### src/rtl/mproc_pkg.sv
// Shared definitions for the MPROC control sequencer: opcodes, ALU ops,
// FSM states, instruction field positions and the decoded control bundle.
package mproc_pkg;

   typedef enum logic [2:0] {
      OPC_ADD = 3'b000,
      OPC_SUB = 3'b001,
      OPC_AND = 3'b010,
      OPC_OR  = 3'b011,
      OPC_LDI = 3'b100,
      OPC_JMP = 3'b101,
      OPC_JC  = 3'b110,
      OPC_HLT = 3'b111
   } opcode_t;

   localparam logic [1:0] ALU_ADD = 2'b00;
   localparam logic [1:0] ALU_SUB = 2'b01;
   localparam logic [1:0] ALU_AND = 2'b10;
   localparam logic [1:0] ALU_OR  = 2'b11;

   typedef enum logic [2:0] {
      ST_IDLE,
      ST_FETCH,
      ST_DECODE,
      ST_EXEC,
      ST_HALT
   } state_t;

   localparam int OPC_MSB = 15;
   localparam int OPC_LSB = 13;
   localparam int RD_MSB  = 12;
   localparam int RD_LSB  = 10;
   localparam int RA_MSB  = 9;
   localparam int RA_LSB  = 7;
   localparam int RB_MSB  = 6;
   localparam int RB_LSB  = 4;
   localparam int TGT_MSB = 12;

   typedef struct packed {
      logic        sel;
      logic        wr_req;
      logic [1:0]  op;
      logic [2:0]  rd_addr_a;
      logic [2:0]  rd_addr_b;
      logic [2:0]  wr_addr;
      logic [15:0] imm;
      logic        is_jmp;
      logic        is_jc;
      logic        is_hlt;
   } ctrl_t;

   function automatic logic [15:0] jump_target(input logic [15:0] ir);
      return {3'b000, ir[TGT_MSB:0]};
   endfunction

endpackage

### src/rtl/mproc_ctrl_if.sv
// Bundle between the sequencer, instruction memory and the reg_alu datapath.
// master = sequencer side, slave = memory/datapath/host side.
interface mproc_ctrl_if;
   logic        run;
   logic        halted;
   logic        busy;
   logic [15:0] imem_addr;
   logic [15:0] imem_data;
   logic        cout;
   logic        sel;
   logic        wr;
   logic [1:0]  op;
   logic [2:0]  rd_addr_a;
   logic [2:0]  rd_addr_b;
   logic [2:0]  wr_addr;
   logic [15:0] d_in;

   modport master (
      input  run, imem_data, cout,
      output imem_addr, sel, wr, op, rd_addr_a, rd_addr_b, wr_addr, d_in,
             halted, busy
   );

   modport slave (
      output run, imem_data, cout,
      input  imem_addr, sel, wr, op, rd_addr_a, rd_addr_b, wr_addr, d_in,
             halted, busy
   );
endinterface

### src/rtl/mproc_decode.sv
// Pure combinational instruction decoder: IR -> control bundle.
module mproc_decode
   import mproc_pkg::*;
#(
   parameter int IMM_WIDTH = 10
) (
   input  logic [15:0] ir,
   output ctrl_t       ctrl
);

   opcode_t opc;
   assign opc = opcode_t'(ir[OPC_MSB:OPC_LSB]);

   always_comb begin
      // NOTE: every field gets a default before the case so no path can
      // leave it unassigned, which would infer a latch.
      ctrl           = '0;
      ctrl.rd_addr_a = ir[RA_MSB:RA_LSB];
      ctrl.rd_addr_b = ir[RB_MSB:RB_LSB];
      ctrl.wr_addr   = ir[RD_MSB:RD_LSB];
      case (opc)
         OPC_ADD, OPC_SUB, OPC_AND, OPC_OR: begin
            ctrl.sel    = 1'b1;
            ctrl.wr_req = 1'b1;
            // The low opcode bits are the ALU op encoding
            ctrl.op     = ir[OPC_LSB+1:OPC_LSB];
         end
         OPC_LDI: begin
            ctrl.wr_req = 1'b1;
            ctrl.imm    = 16'(ir[IMM_WIDTH-1:0]);
         end
         OPC_JMP: ctrl.is_jmp = 1'b1;
         OPC_JC:  ctrl.is_jc  = 1'b1;
         OPC_HLT: ctrl.is_hlt = 1'b1;
      endcase
   end

endmodule

### src/rtl/mproc_ctrl.sv
// Multi-cycle FETCH/DECODE/EXEC sequencer driving the reg_alu datapath.
// Optional macro MPROC_CTRL_ICOUNT_EN adds the icount executed-instruction counter.
module mproc_ctrl
   import mproc_pkg::*;
#(
   parameter logic [15:0] RESET_PC  = 16'h0000,
   parameter int          IMM_WIDTH = 10
) (
   input  logic             clk,
   input  logic             reset,
   mproc_ctrl_if.master     bus
`ifdef MPROC_CTRL_ICOUNT_EN
   ,
   output logic [15:0]      icount
`endif
);

   state_t      state, state_n;
   logic [15:0] pc, pc_n;
   logic [15:0] ir, ir_n;
   logic        carry_flag, carry_flag_n;
   logic        carry_pend, carry_pend_n;
   ctrl_t       ctrl;

   mproc_decode #(.IMM_WIDTH(IMM_WIDTH)) u_decode (
      .ir   (ir),
      .ctrl (ctrl)
   );

   always_ff @(posedge clk or posedge reset) begin
      if (reset) begin
         state      <= ST_IDLE;
         pc         <= RESET_PC;
         ir         <= '0;
         carry_flag <= 1'b0;
         carry_pend <= 1'b0;
      end else begin
         // NOTE: non-blocking so every register samples pre-edge values.
         state      <= state_n;
         pc         <= pc_n;
         ir         <= ir_n;
         carry_flag <= carry_flag_n;
         carry_pend <= carry_pend_n;
      end
   end

   // Addresses follow IR in every state; reset clears IR so they read 0.
   assign bus.imem_addr = pc;
   assign bus.rd_addr_a = ctrl.rd_addr_a;
   assign bus.rd_addr_b = ctrl.rd_addr_b;
   assign bus.wr_addr   = ctrl.wr_addr;

   always_comb begin
      state_n      = state;
      pc_n         = pc;
      ir_n         = ir;
      carry_flag_n = carry_flag;
      carry_pend_n = carry_pend;
      bus.sel      = 1'b0;
      bus.wr       = 1'b0;
      bus.op       = ALU_ADD;
      bus.d_in     = '0;
      bus.busy     = 1'b0;
      bus.halted   = 1'b0;
      case (state)
         ST_IDLE: begin
            if (bus.run) state_n = ST_FETCH;
         end
         ST_FETCH: begin
            bus.busy = 1'b1;
            // Datapath carry is registered on the edge ending the ALU EXEC,
            // so it is first valid here.
            if (carry_pend) begin
               carry_flag_n = bus.cout;
               carry_pend_n = 1'b0;
            end
            state_n = ST_DECODE;
         end
         ST_DECODE: begin
            bus.busy = 1'b1;
            ir_n     = bus.imem_data;
            state_n  = ST_EXEC;
         end
         ST_EXEC: begin
            bus.busy = 1'b1;
            bus.sel  = ctrl.sel;
            bus.wr   = ctrl.wr_req;
            bus.op   = ctrl.op;
            bus.d_in = ctrl.imm;
            if (ctrl.sel) carry_pend_n = 1'b1;
            if (ctrl.is_hlt) begin
               state_n = ST_HALT;
            end else begin
               state_n = ST_FETCH;
               if (ctrl.is_jmp || (ctrl.is_jc && carry_flag))
                  pc_n = jump_target(ir);
               else
                  pc_n = pc + 16'd1;
            end
         end
         ST_HALT: begin
            bus.halted = 1'b1;
         end
         default: state_n = ST_IDLE;
      endcase
   end

`ifdef MPROC_CTRL_ICOUNT_EN
   always_ff @(posedge clk or posedge reset) begin
      if (reset)                  icount <= '0;
      else if (state == ST_EXEC)  icount <= icount + 16'd1;
   end
`endif

endmodule

### src/flat_wrapper.sv
// flat-port wrapper written by rule: the top's interface ports become plain ports
module mproc_ctrl_flat import mproc_pkg::*;
#(
   parameter logic [15:0] RESET_PC  = 16'h0000,
   parameter int          IMM_WIDTH = 10
)
  (clk, reset, bus_run, bus_imem_data, bus_cout, bus_imem_addr, bus_sel, bus_wr, bus_op, bus_rd_addr_a, bus_rd_addr_b, bus_wr_addr, bus_d_in, bus_halted, bus_busy);
  mproc_ctrl_if bus_i ();
  input  logic clk;
  input  logic reset;
  input wire logic [$bits(bus_i.run)-1:0] bus_run;
  input wire logic [$bits(bus_i.imem_data)-1:0] bus_imem_data;
  input wire logic [$bits(bus_i.cout)-1:0] bus_cout;
  output wire logic [$bits(bus_i.imem_addr)-1:0] bus_imem_addr;
  output wire logic [$bits(bus_i.sel)-1:0] bus_sel;
  output wire logic [$bits(bus_i.wr)-1:0] bus_wr;
  output wire logic [$bits(bus_i.op)-1:0] bus_op;
  output wire logic [$bits(bus_i.rd_addr_a)-1:0] bus_rd_addr_a;
  output wire logic [$bits(bus_i.rd_addr_b)-1:0] bus_rd_addr_b;
  output wire logic [$bits(bus_i.wr_addr)-1:0] bus_wr_addr;
  output wire logic [$bits(bus_i.d_in)-1:0] bus_d_in;
  output wire logic [$bits(bus_i.halted)-1:0] bus_halted;
  output wire logic [$bits(bus_i.busy)-1:0] bus_busy;
  assign bus_i.run = bus_run;
  assign bus_i.imem_data = bus_imem_data;
  assign bus_i.cout = bus_cout;
  assign bus_imem_addr = bus_i.imem_addr;
  assign bus_sel = bus_i.sel;
  assign bus_wr = bus_i.wr;
  assign bus_op = bus_i.op;
  assign bus_rd_addr_a = bus_i.rd_addr_a;
  assign bus_rd_addr_b = bus_i.rd_addr_b;
  assign bus_wr_addr = bus_i.wr_addr;
  assign bus_d_in = bus_i.d_in;
  assign bus_halted = bus_i.halted;
  assign bus_busy = bus_i.busy;
  mproc_ctrl #(.RESET_PC(RESET_PC), .IMM_WIDTH(IMM_WIDTH)) u_core (.clk(clk), .reset(reset), .bus(bus_i));
endmodule
### config.mk
export PLATFORM = sky130hd
export DESIGN_NAME = mproc_ctrl_flat
export DESIGN_NICKNAME = d
export VERILOG_FILES = /design/src/rtl/mproc_pkg.sv /design/src/rtl/mproc_ctrl_if.sv /design/src/rtl/mproc_decode.sv /design/src/rtl/mproc_ctrl.sv /design/src/flat_wrapper.sv
export SDC_FILE = /design/constraint.sdc
export NUM_CORES = 1
export LEC_CHECK = 0
export ABC_AREA = 1
export CAP_MARGIN = 20
export CORE_ASPECT_RATIO = 2
export CORE_MARGIN = 2
export CORE_UTILIZATION = 55
export CTS_BUF_LIST = sky130_fd_sc_hd__clkbuf_4 sky130_fd_sc_hd__clkbuf_8
export CTS_CLUSTER_SIZE = 28
export DETAILED_ROUTE_END_ITERATION = 12
export DONT_BUFFER_PORTS = 1
export PLACE_DENSITY = 0.8
export SLEW_MARGIN = 15
export SYNTH_ARGS = -nofsm -noshare
export SYNTH_HDL_FRONTEND = slang
export SYNTH_SLANG_ARGS = --single-unit
### constraint.sdc
create_clock -name clk -period 1.28 [get_ports clk]
set_clock_uncertainty 0.1 [all_clocks]
set_input_delay 0.064 -clock clk [delete_from_list [all_inputs] [get_ports clk]]
set_output_delay 0.064 -clock clk [all_outputs]
set_load 0.01 [all_outputs]
==> implementation parameters, run 1 <==
Parameter                              Value

Layout
  Layout Area Growth over Synthesis ... 67.01%
  Nets ... 410
  Most common cell after layout, fill and taps aside ... buf_4
  Number of antenna repair diodes ... 0
  Layout filler cell count ... 96
  Area of the multi-input gates ... 1370 µm²
  Most used cells in the layout excluding fill and tap cells ... buf_4, nand2_1, dfrtp_1
  Share of post-route cells with drive strength above 1 ... 0.5167
  Area occupied by registers ... 929.6 µm²

Worst setup path
  Data required time of the critical path ... 1420 ps
  Kind of critical path ... reg -> reg
  CP dominant cell by count ... nor2_1
  Kind of capture point of the worst setup path ... flop
  Number of buffer and inverter instances along the worst setup path ... 1
  WP data arrival ... 1870 ps
  Critical Path Start Type ... flop
  Biggest fanout along the worst timing path ... 8
  Crit path max-delay cell type ... dfrtp_1
  Dominant delay contributor by cell family on the critical path ... compound AO/OA/AOI/OAI gates
  Biggest cell delay along the critical path ... 410 ps
  Crit path cell chain ... inv_2, o21ai_2, nand2_2, o21ai_0, nor2_1, nor2_1

Job
  Max-cap viol count ... 0

Detailed routing
  Routed wire length ... 11750 µm
  Via density ... 6.580
  First DRT Iteration DRCs ... 261
  Wire length per cell after detailed routing ... 26.70 µm
  DRC ... 0
  Vias after detailed routing ... 2895
  Count of antenna-violating nets left after detailed routing ... 0
  Initial DRT Pass Iterations ... 5

Synthesis
  Post-Syn Area ... 2200 µm²
  Avg Cell Area, Syn ... 7.533 µm²
  Post-Synth Simple-Gate Area ... 0.2730
  Number of warnings printed during yosys synthesis ... 0
  Number of instances in the synthesized netlist ... 292
  Number of distinct library cells after synthesis ... 33
  Share of synthesized cell area in full adder, half adder and majority cells ... 0.005688
  Xor-xnor portion of the synthesized cell area ... 0
  Part of the Yosys area used for sequential elements ... 0.4209
  Portion of netlist area occupied by mux cells ... 0.01024
  Compound-Gate Fraction of Synth Area ... 0.1246
  Synth Register Bits ... 37
  Combinational family with the most area after synthesis ... simple AND/OR/NAND/NOR gates

Placed design
  Post-DP HPWL ... 4038 µm
  I/O Buffers ... 0
  Gpl congestion ... 0.8356
  Minimum setup slack after placement ... -159.8 ps

Clock tree
  Number of CTS-inserted buffers ... 5
  TritonCTS clock tree ... built
  CTS Root Cell ... clkbuf_8
  Deepest level of the CTS H-tree ... 2
  Clock slew at reported path FFs ... 80 ps
  Worst-Skew Late Latency ... 300 ps
  Clk sink count ... 37
  Bufs on Longest Clock Path ... 2

Global routing
  Via count of the first global-routing pass ... 2572
  Overflow left after global routing ... 0
  Combined global-route utilization of all metal layers ... 0.3725
  Antenna violations before repair ... 0
  Maximum number of pins on one net before global-route repair ... 38
  First-pass GRT wire length ... 12660 µm

Floorplanning
  Floorplan Core Area ... 3844 µm²
  Die area ... 4552 µm²
  Top-Level Pins ... 67
  Die span in y ... 93.44 µm
  Floorplan die width ... 48.72 µm
  Starting Density ... 0.5723
  Number of core rows ... 32

Pwr
  Net switching power ... 5275 µW
  Internal power ... 5153 µW
  Sequential share of power ... 0.233
  Maximum vdd drop ... 0.002296 V
  Power density of the placed cells ... 2839 nW/µm²
  Post-layout total power ... 10430 µW
  Switching part of the total power ... 0.5058
  Clock share of power ... 0.087
  Reported leakage power ... 0.001733 µW
  Share of power burned in combinational logic ... 0.680

Status
  Failing checks ... negative setup slack
  Status ... finished, violations left

Timing
  Fmax achieved ... 578.9 MHz
  Count of final setup violators ... 52
  Setup repair after global routing missed its margin ... true
  Total count of hold-check failures in the final report ... 0
  Final slew viol count ... 0
  Final WS setup ... -447.3 ps
  Worst hold slack after final layout ... 260.2 ps
  Worst-case headroom to the max-slew limit ... 0.6644
  Setup tns final ... -14860 ps
  Final critical delay including setup and external delays ... 1727 ps
  Worst-Margin Slew ... 503.3 ps
  Share of the clock period used by the worst path after layout ... 1.349

Worst hold path
  Worst hold path type ... in -> async
metal layers:
layer  vias up  global-route usage  routed length, µm
li1       1098                   -                  -
met1      1330              0.3642               3588
met2       330              0.7021               5552
met3       137             0.07987               1326
met4         0              0.2095               1282
met5         -                   0                  0
power groups by stage:
stage / logic [µW] / clock network, µW / registers, µW
2_1_floorplan: 2450 / 0 / 2210
3_3_place_gp: 3660 / 0 / 2230
3_5_place_dp: 3780 / 0 / 2260
4_1_cts: 4830 / 853 / 2240
5_1_grt: 7280 / 925 / 2430
6_report: 7090 / 904 / 2430
final cells by class:
| type | instances | share of cell area |
|---|---|---|
| Clock buffer | 7 | 0.02452 |
| Inverter | 45 | 0.05279 |
| Multi-Input combinational cell | 194 | 0.3730 |
| Sequential cell | 37 | 0.2531 |
| Tap cell | 51 | 0.01737 |
| Timing Repair Buffer | 105 | 0.2749 |
| Timing Repair inverter | 1 | 0.004428 |
state kept, by name, summed over array words and instances (netlist names):
signal,cells
u_core.carry_pend,1
u_core.bus.imem_addr,16
u_core.ir,16
u_core.carry_flag,1
u_core.state,3
metrics by stage:
| stage | cells | area, µm² | utilization |
|---|---|---|---|
| 2_1_floorplan | 297 | 2238 | - |
| 5_1_grt | 440 | 3674 | 0.9557 |
| 6_report | 440 | 3674 | 0.9557 |
| 3_3_place_gp | 386 | 2599 | 0.6761 |
| 3_5_place_dp | 386 | 2599 | 0.6761 |
| 4_1_cts | 425 | 3202 | 0.8330 |
worst min-delay path, delay by kind of cell:
kind	cells	cell delay, ps
buffers and inverters	3	1040
worst paths after layout:
| kind | slack [ps] | depth (start not counted) | from | endpoint |
|---|---|---|---|---|
| hold reg to reg | 490 | 2 | u_core.carry_pend | u_core.carry_pend |
| setup / recovery | -450 | 6 | u_core.ir[14] | u_core.bus.imem_addr[8] |
| max in group asynchronous | 430 | 3 | reset | u_core.bus.imem_addr[2] |
| min in group clk | 390 | 3 | bus_cout | u_core.carry_flag |
| setup reg to reg | -450 | 6 | u_core.ir[14] | u_core.bus.imem_addr[8] |
| hold / removal | 260 | 3 | reset | u_core.bus.imem_addr[14] |
cell usage after synthesis:
cell	instances	area share
nand4_1	3	0.0085
inv_1	43	0.073
nor3_1	2	0.0046
ha_1	1	0.0057
o21bai_1	1	0.0034
clkinv_4	1	0.0040
o21ai_0	11	0.025
o21bai_2	2	0.010
nor2_1	51	0.087
dfrtp_1	37	0.42
buf_6	5	0.026
nand2_1	49	0.084
nor2_2	3	0.0085
nand2_2	2	0.0057
conb_1	1	0.0017
o21ai_2	3	0.012
and3_1	1	0.0028
nand3_2	3	0.014
inv_2	1	0.0017
a21oi_2	1	0.0040
o21ai_1	6	0.014
buf_2	2	0.0046
nor3b_1	1	0.0034
mux2_2	2	0.010
nand2_4	1	0.0051
o211ai_2	1	0.0057
nand3_1	17	0.039
buf_4	16	0.055
nand3b_1	1	0.0034
nor2_4	1	0.0051
o22ai_1	1	0.0028
or2_2	1	0.0028
a21oi_1	21	0.048
logic make-up (layout without fill, tap and decap cells):
logic type | after synthesis | after routing
muxes | 2 | 2
buffers and inverters | 68 | 158
DFF | 37 | 37
and+or+nand+nor | 136 | 138
other | 1 | 6
adders and majority gates | 1 | 1
AOI/OAI and AO/OA | 47 | 47
repair_timing:
action / in CTS / in global routing
setup endpoints to repair: 32 / 51
endpoints found under the hold margin: 55 / 0
pin swaps: 12 / 27
resized for setup: 56 / 93
hold buffers: 19 / 0
setup buffers: 8 / 16
gates cloned: 5 / 2
No activity file was read; power rests on OpenSTA's default activity.
==> run 2: changes to the inputs <==
--- a/config.mk
+++ b/config.mk
@@ -14,7 +14,7 @@
 export CTS_CLUSTER_SIZE = 28
 export DETAILED_ROUTE_END_ITERATION = 12
 export DONT_BUFFER_PORTS = 1
-export PLACE_DENSITY = 0.8
+export PLACE_DENSITY = 0.77
 export SLEW_MARGIN = 15
 export SYNTH_ARGS = -nofsm -noshare
 export SYNTH_HDL_FRONTEND = slang
==> constraint.sdc (replaced) <==
create_clock -name clk -period 1.95 [get_ports clk]
set_clock_uncertainty 0.1 [all_clocks]
set_input_delay 0.0975 -clock clk [delete_from_list [all_inputs] [get_ports clk]]
set_output_delay 0.0975 -clock clk [all_outputs]
set_load 0.01 [all_outputs]
==> run 2 against run 1 <==
  * The run now ends clean
  * Clock power is 40% lower
  * Cell area is 35% lower
  * Non-clock buffer count decreased by 82
  * Count of clock-buffer cells in the layout decreased by 1
  * Maximum frequency increased by 0.51%
  * Global-route usage fell by 14 points
  * Register-to-register slack improved by 680 ps
  * Power fell by 64%
  * Core utilization fell by 33 points
  * Setup slack improved by 680 ps
  * Routed wire length decreased by 59%
  * Highest routed layer unchanged
==> implementation parameters, run 2 (synthesis gave the netlist of run 1 again) <==
Parameter                              Value

Status
  Status ... completed

Placed design
  Minimum setup slack after placement ... 275.2 ps
  Gpl congestion ... 0.8898
  I/O Buffers ... 0
  Post-DP HPWL ... 3408 µm

Worst setup path
  Biggest fanout along the worst timing path ... 5
  Critical R2R Launch ... u_core.bus.imem_addr[0]
  R2r endpoint ... u_core.bus.imem_addr[10]
  Register-to-Register Setup Slack ... 230 ps
  Biggest cell delay along the critical path ... 480 ps
  Crit path max-delay cell type ... dfrtp_1
  Data required time of the critical path ... 2040 ps
  Kind of critical path ... reg -> reg
  Kind of capture point of the worst setup path ... flop
  Critical Path Start Type ... flop
  WP data arrival ... 1810 ps
  Reg2Reg Depth ... 8
  Crit path cell chain ... ha_1, nand3_2, inv_1, nand2_1, o21ai_0, inv_1, nor2_1, nor2_1

Timing
  Final slew viol count ... 0
  Final critical delay including setup and external delays ... 1719 ps
  Count of final setup violators ... 0
  Total count of hold-check failures in the final report ... 0
  Setup tns final ... 0 ps
  Worst hold slack after final layout ... 257.5 ps
  Final WS setup ... 231.4 ps
  Share of the clock period used by the worst path after layout ... 0.8813
  Setup repair after global routing missed its margin ... false
  Fmax achieved ... 581.9 MHz

Detailed routing
  Wire length per cell after detailed routing ... 13.58 µm
  DRC ... 0
  Routed wire length ... 4835 µm
  Vias after detailed routing ... 1859
  Count of antenna-violating nets left after detailed routing ... 0
  Initial DRT Pass Iterations ... 4
  First DRT Iteration DRCs ... 43
  Via density ... 5.222

Floorplanning
  Starting Density ... 0.5723
  Die span in y ... 93.44 µm
  Die area ... 4552 µm²
  Number of core rows ... 32
  Floorplan Core Area ... 3844 µm²
  Floorplan die width ... 48.72 µm
  Top-Level Pins ... 67

Pwr
  Internal power ... 1920 µW
  Switching part of the total power ... 0.4835
  Net switching power ... 1797 µW
  Clock share of power ... 0.146
  Power density of the placed cells ... 1548 nW/µm²
  Reported leakage power ... 0.001231 µW
  Sequential share of power ... 0.427
  Maximum vdd drop ... 0.0009993 V
  Share of power burned in combinational logic ... 0.426

Clock tree
  Deepest level of the CTS H-tree ... 2
  CTS Root Cell ... clkbuf_8
  TritonCTS clock tree ... built
  Bufs on Longest Clock Path ... 2
  Clock slew at reported path FFs ... 80 ps
  Number of CTS-inserted buffers ... 5
  Worst-Skew Late Latency ... 290 ps
  Clk sink count ... 37
  Setup Buffers After CTS ... 0

Layout
  Most used cells in the layout excluding fill and tap cells ... nor2_1, nand2_1, inv_1
  Layout Area Growth over Synthesis ... 9.215%
  Number of antenna repair diodes ... 0
  Nets ... 325
  Most common cell after layout, fill and taps aside ... nor2_1
  Share of post-route cells with drive strength above 1 ... 0.1115

Worst hold path
  Worst hold path type ... in -> async

Global routing
  Antenna violations before repair ... 0
  Via count of the first global-routing pass ... 1866
  Maximum number of pins on one net before global-route repair ... 38
  Overflow left after global routing ... 0
  First-pass GRT wire length ... 8321 µm
  Combined global-route utilization of all metal layers ... 0.2353

Job
  Max-cap viol count ... 0
## run 2: changes by cell type in the layout (fill, tap and decap cells not counted), moves of 8 or more
cell	delta
buf_4	-52
buf_6	-23
nand2_1	+13
nor2_1	+31
o21ai_2	-9
nand2_2	-9
inv_1	+10
o21ai_0	+8
nor2_2	-14
nor2_4	-17
## run 2: how the worst max path moves through the flow
stage	start	end	slack, ps	depth (start not counted)
finish	u_core.bus.imem_addr[0]	u_core.bus.imem_addr[10]	230	8
global route	u_core.bus.imem_addr[0]	u_core.bus.imem_addr[12]	40	8
CTS	u_core.state[0]	bus_d_in[0]	220	5
detailed placement	u_core.bus.imem_addr[0]	u_core.bus.imem_addr[10]	280	8
global placement	u_core.bus.imem_addr[0]	u_core.bus.imem_addr[10]	360	8
floorplan	u_core.bus.imem_addr[1]	u_core.bus.imem_addr[10]	480	8
## run 2: through the flow
| step | cell area [µm²] | power [µW] | cells | util |
|---|---|---|---|---|
| CTS | 2402 | 3735 | 356 | 0.6250 |
| detailed placement | 2126 | 3158 | 329 | 0.5531 |
| global placement | 2126 | 3100 | 329 | 0.5531 |
| finish | 2402 | 3718 | 356 | 0.6250 |
| global route | 2402 | 4078 | 356 | 0.6250 |
| floorplan | 2218 | 3029 | 297 | - |
## run 2: power groups by stage
| stage | logic, µW | registers (µW) | clock network [µW] |
|---|---|---|---|
| detailed placement | 1550 | 1610 | 0 |
| floorplan | 1580 | 1450 | 0 |
| global placement | 1510 | 1590 | 0 |
| finish | 1590 | 1590 | 543 |
| global route | 1830 | 1660 | 590 |
| CTS | 1590 | 1590 | 552 |
## run 2: critical path, delay by kind of cell (launching register included)
| family | cells | cell delay (ps) |
|---|---|---|
| flip-flops | 1 | 480 |
| AND/OR/NAND/NOR | 4 | 400 |
| adder cells (fa/ha/maj) | 1 | 270 |
| buffers and inverters | 2 | 180 |
| AO/OA/AOI/OAI | 1 | 180 |
## run 2: timing repair
action | CTS | global route
resized for setup | 0 | 0
hold endpoints to repair | 55 | 0
hold buffers | 19 | 0
## run 2: per-layer routing
metal / vias up / global-route usage / wire length, µm / part of all wire
li1: 920 / - / - / -
met1: 871 / 0.2453 / 1846 / 0.38
met2: 57 / 0.4326 / 2650 / 0.55
met3: 11 / 0.05751 / 225 / 0.047
met4: 0 / 0.1095 / 112 / 0.023
met5: - / 0 / 0 / 0
## run 2: cell type report
class / instances / area, µm²
clock buffer: 6 / 76.32
clock inverter: 2 / 10.01
fill: 359 / 1441
inverter: 45 / 173.9
multi-input combinational: 192 / 932.1
sequential: 37 / 925.9
tap: 51 / 63.81
timing repair buffer: 23 / 220.2
==> run 3: changes to the inputs <==
--- a/config.mk
+++ b/config.mk
@@ -5,7 +5,6 @@
 export SDC_FILE = /design/constraint.sdc
 export NUM_CORES = 1
 export LEC_CHECK = 0
-export ABC_AREA = 1
 export CAP_MARGIN = 20
 export CORE_ASPECT_RATIO = 2
 export CORE_MARGIN = 2
==> run 3 against run 2 <==
  * Hold slack got worse by 6.2 ps
  * Combinational power grew 11%
  * Core utilization grew 2.1 points
  * Flip-flop and latch count is the same
  * Sequential power up 3%
  * Critical path depth down 3
  * Global-route usage grew 1.9 points
  * Synthesized cell count down 28%
  * First-iteration DRC count grew 95%
  * Count of clock-buffer cells in the layout grew 1
  * Largest cell class unchanged
==> implementation parameters, run 3 <==
Parameter                              Value

Status
  Status ... completed

Clock tree
  Setup Buffers After CTS ... 0
  Clock slew at reported path FFs ... 70 ps
  CTS Root Cell ... clkbuf_8
  Bufs on Longest Clock Path ... 2
  Number of CTS-inserted buffers ... 5
  Worst-Skew Late Latency ... 290 ps
  Clk sink count ... 37
  Deepest level of the CTS H-tree ... 2
  TritonCTS clock tree ... built

Worst setup path
  Biggest fanout along the worst timing path ... 11
  Number of buffer and inverter instances along the worst setup path ... 2
  Crit path cell chain ... buf_4, nand4b_1, nor3_1, buf_4, and2_1
  Biggest cell delay along the critical path ... 390 ps
  CP dominant cell by count ... buf_4
  Kind of capture point of the worst setup path ... output port
  Reg2Reg Depth ... 4
  Dominant delay contributor by cell family on the critical path ... simple AND/OR/NAND/NOR gates
  WP data arrival ... 1620 ps
  Kind of critical path ... reg -> out
  Data required time of the critical path ... 1750 ps
  Critical Path Start Type ... flop
  Cell count along the critical path ... 5
  Crit path max-delay cell type ... dfrtp_1

Global routing
  Global Route met3 Usage ... 0.09055
  Overflow left after global routing ... 0
  Met2 GRT Util ... 0.3911
  Combined global-route utilization of all metal layers ... 0.2546
  First-pass GRT wire length ... 8052 µm
  Most utilized layer in the global route result ... met2
  Via count of the first global-routing pass ... 1668
  Met1 routing resource usage after global routing ... 0.3114
  Maximum number of pins on one net before global-route repair ... 38
  Antenna violations before repair ... 0

Synthesis
  Most used flip-flop cell after synthesis ... dfrtp_1
  Post-Syn Area ... 2122 µm²
  Number of warnings printed during yosys synthesis ... 0
  Number of distinct library cells after synthesis ... 43
  Post-synth EDFFs ... 0
  Asr flop ratio synth ... 1.000
  Number of instances in the synthesized netlist ... 210
  Avg Cell Area, Syn ... 10.10 µm²
  Synth Register Bits ... 37
  Cell with the most instances after synthesis ... dfrtp_1
  Part of the Yosys area used for sequential elements ... 0.4363
  Most frequent cells after synthesis ... dfrtp_1, mux2_2, and2_1, buf_4
  Synth top area cells ... dfrtp_1, mux2_2, buf_4, and2_1, a21oi_1
  Area fraction of the dominant cell type after synthesis ... 0.4363
  Biggest area consumer among synthesized cells ... dfrtp_1

Timing
  Worst-Margin Slew ... 510.4 ps
  Share of the clock period used by the worst path after layout ... 0.9343
  Fmax achieved ... 548.9 MHz
  Worst-case headroom to the max-slew limit ... 0.6597
  Setup tns final ... 0 ps
  Final slew viol count ... 0
  Setup repair after global routing missed its margin ... false
  Total count of hold-check failures in the final report ... 0
  Count of final setup violators ... 0
  Final critical delay including setup and external delays ... 1822 ps

Layout
  Most common cell after layout, fill and taps aside ... dfrtp_1
  Fraction of the core area covered by cells at the end of the flow ... 0.6463
  Layout filler cell count ... 332
  Area occupied by registers ... 925.9 µm²
  Share of post-route cells with drive strength above 1 ... 0.2043
  Most used cells in the layout excluding fill and tap cells ... dfrtp_1, dlygate4sd3_1, mux2_2
  Layout Area Growth over Synthesis ... 14.62%
  Number of antenna repair diodes ... 0
  Nets ... 251
  Area of the multi-input gates ... 1015 µm²

Floorplanning
  Die span in y ... 91.84 µm
  Floorplan die width ... 47.92 µm
  Starting Density ... 0.5638
  Die area ... 4401 µm²
  Top-Level Pins ... 67
  Floorplan Core Area ... 3764 µm²
  Number of core rows ... 32

Detailed routing
  DRC ... 0
  Wire length per cell after detailed routing ... 17.36 µm
  Routed wire length ... 4879 µm
  Initial DRT Pass Iterations ... 4
  First DRT Iteration DRCs ... 84
  Count of antenna-violating nets left after detailed routing ... 0
  Via density ... 5.872
  Vias after detailed routing ... 1650

Pwr
  Reported leakage power ... 0.001024 µW
  Power density of the placed cells ... 1622 nW/µm²
  Maximum vdd drop ... 0.0008921 V

Placed design
  Gpl congestion ... 0.8568
  Post-DP HPWL ... 3484 µm
  I/O Buffers ... 0

Job
  Max-cap viol count ... 0

Worst hold path
  Worst hold path type ... in -> async
[run 3: timing repair]
item                       4_1_cts  5_1_grt
setup endpoints to repair        0        0
gates resized for setup          0        0
hold endpoints to repair        55        0
hold buffers                    19        0
[run 3: power breakdown]
group          internal, µW  leakage, µW  switching, µW
clock                   294    0.0000477            256
combinational           854     0.000536            908
sequential             1130     0.000440            503
[run 3: worst paths after layout]
check	startpoint	end	slack (ps)
setup / recovery	u_core.state[2]	bus_d_in[2]	130
max in group asynchronous	reset	u_core.bus.imem_addr[14]	1170
hold / removal	reset	u_core.state[2]	250
setup reg to reg	u_core.bus.imem_addr[8]	u_core.bus.imem_addr[15]	150
min in group clk	u_core.state[2]	u_core.state[0]	350
hold reg to reg	u_core.state[2]	u_core.state[0]	350
[run 3: layout make-up]
| cell class | instances | area share |
|---|---|---|
| Timing Repair Buffer | 36 | 0.1358 |
| Multi-Input combinational cell | 148 | 0.4172 |
| Tap cell | 51 | 0.02623 |
| Clock buffer | 7 | 0.03704 |
| Sequential cell | 37 | 0.3807 |
| Inverter | 2 | 0.003086 |
[run 3: worst min-delay path, stage by stage]
cell,delay [ps]
dlygate4sd3_1,530
inv_1,50
buf_4,390
[run 3: per-layer routing]
layer / share of wire / up-vias
li1: - / 766
met1: 0.37 / 806
met2: 0.54 / 67
met3: 0.069 / 11
met4: 0.021 / 0
met5: 0 / -
[run 3: kinds of logic (layout without fill, tap and decap cells)]
kind of cell             after synthesis  after routing  synth area share
other                                  1              6          0.001767
adder cells (fa/ha/maj)                1              1          0.005895
AND/OR/NAND/NOR                       84             84            0.2394
flip-flops                            37             37            0.4363
multiplexers                          21             21            0.1097
XOR/XNOR                               4              4           0.01651
AO/OA/AOI/OAI                         32             32           0.09612
buffers and inverters                 30             45           0.09434
[run 3: stage by stage]
stage	hold WS (ps)	area (µm²)	setup slack (ps)	power, µW	cells
global route	324.5	2432	31.91	4219	281
finish	251.4	2432	128.0	3945	281
global placement	23.28	2152	229.6	3286	255
CTS	269.4	2432	120.7	3948	281
floorplan	148.0	2141	206.3	2980	215
detailed placement	25.76	2152	157.4	3363	255
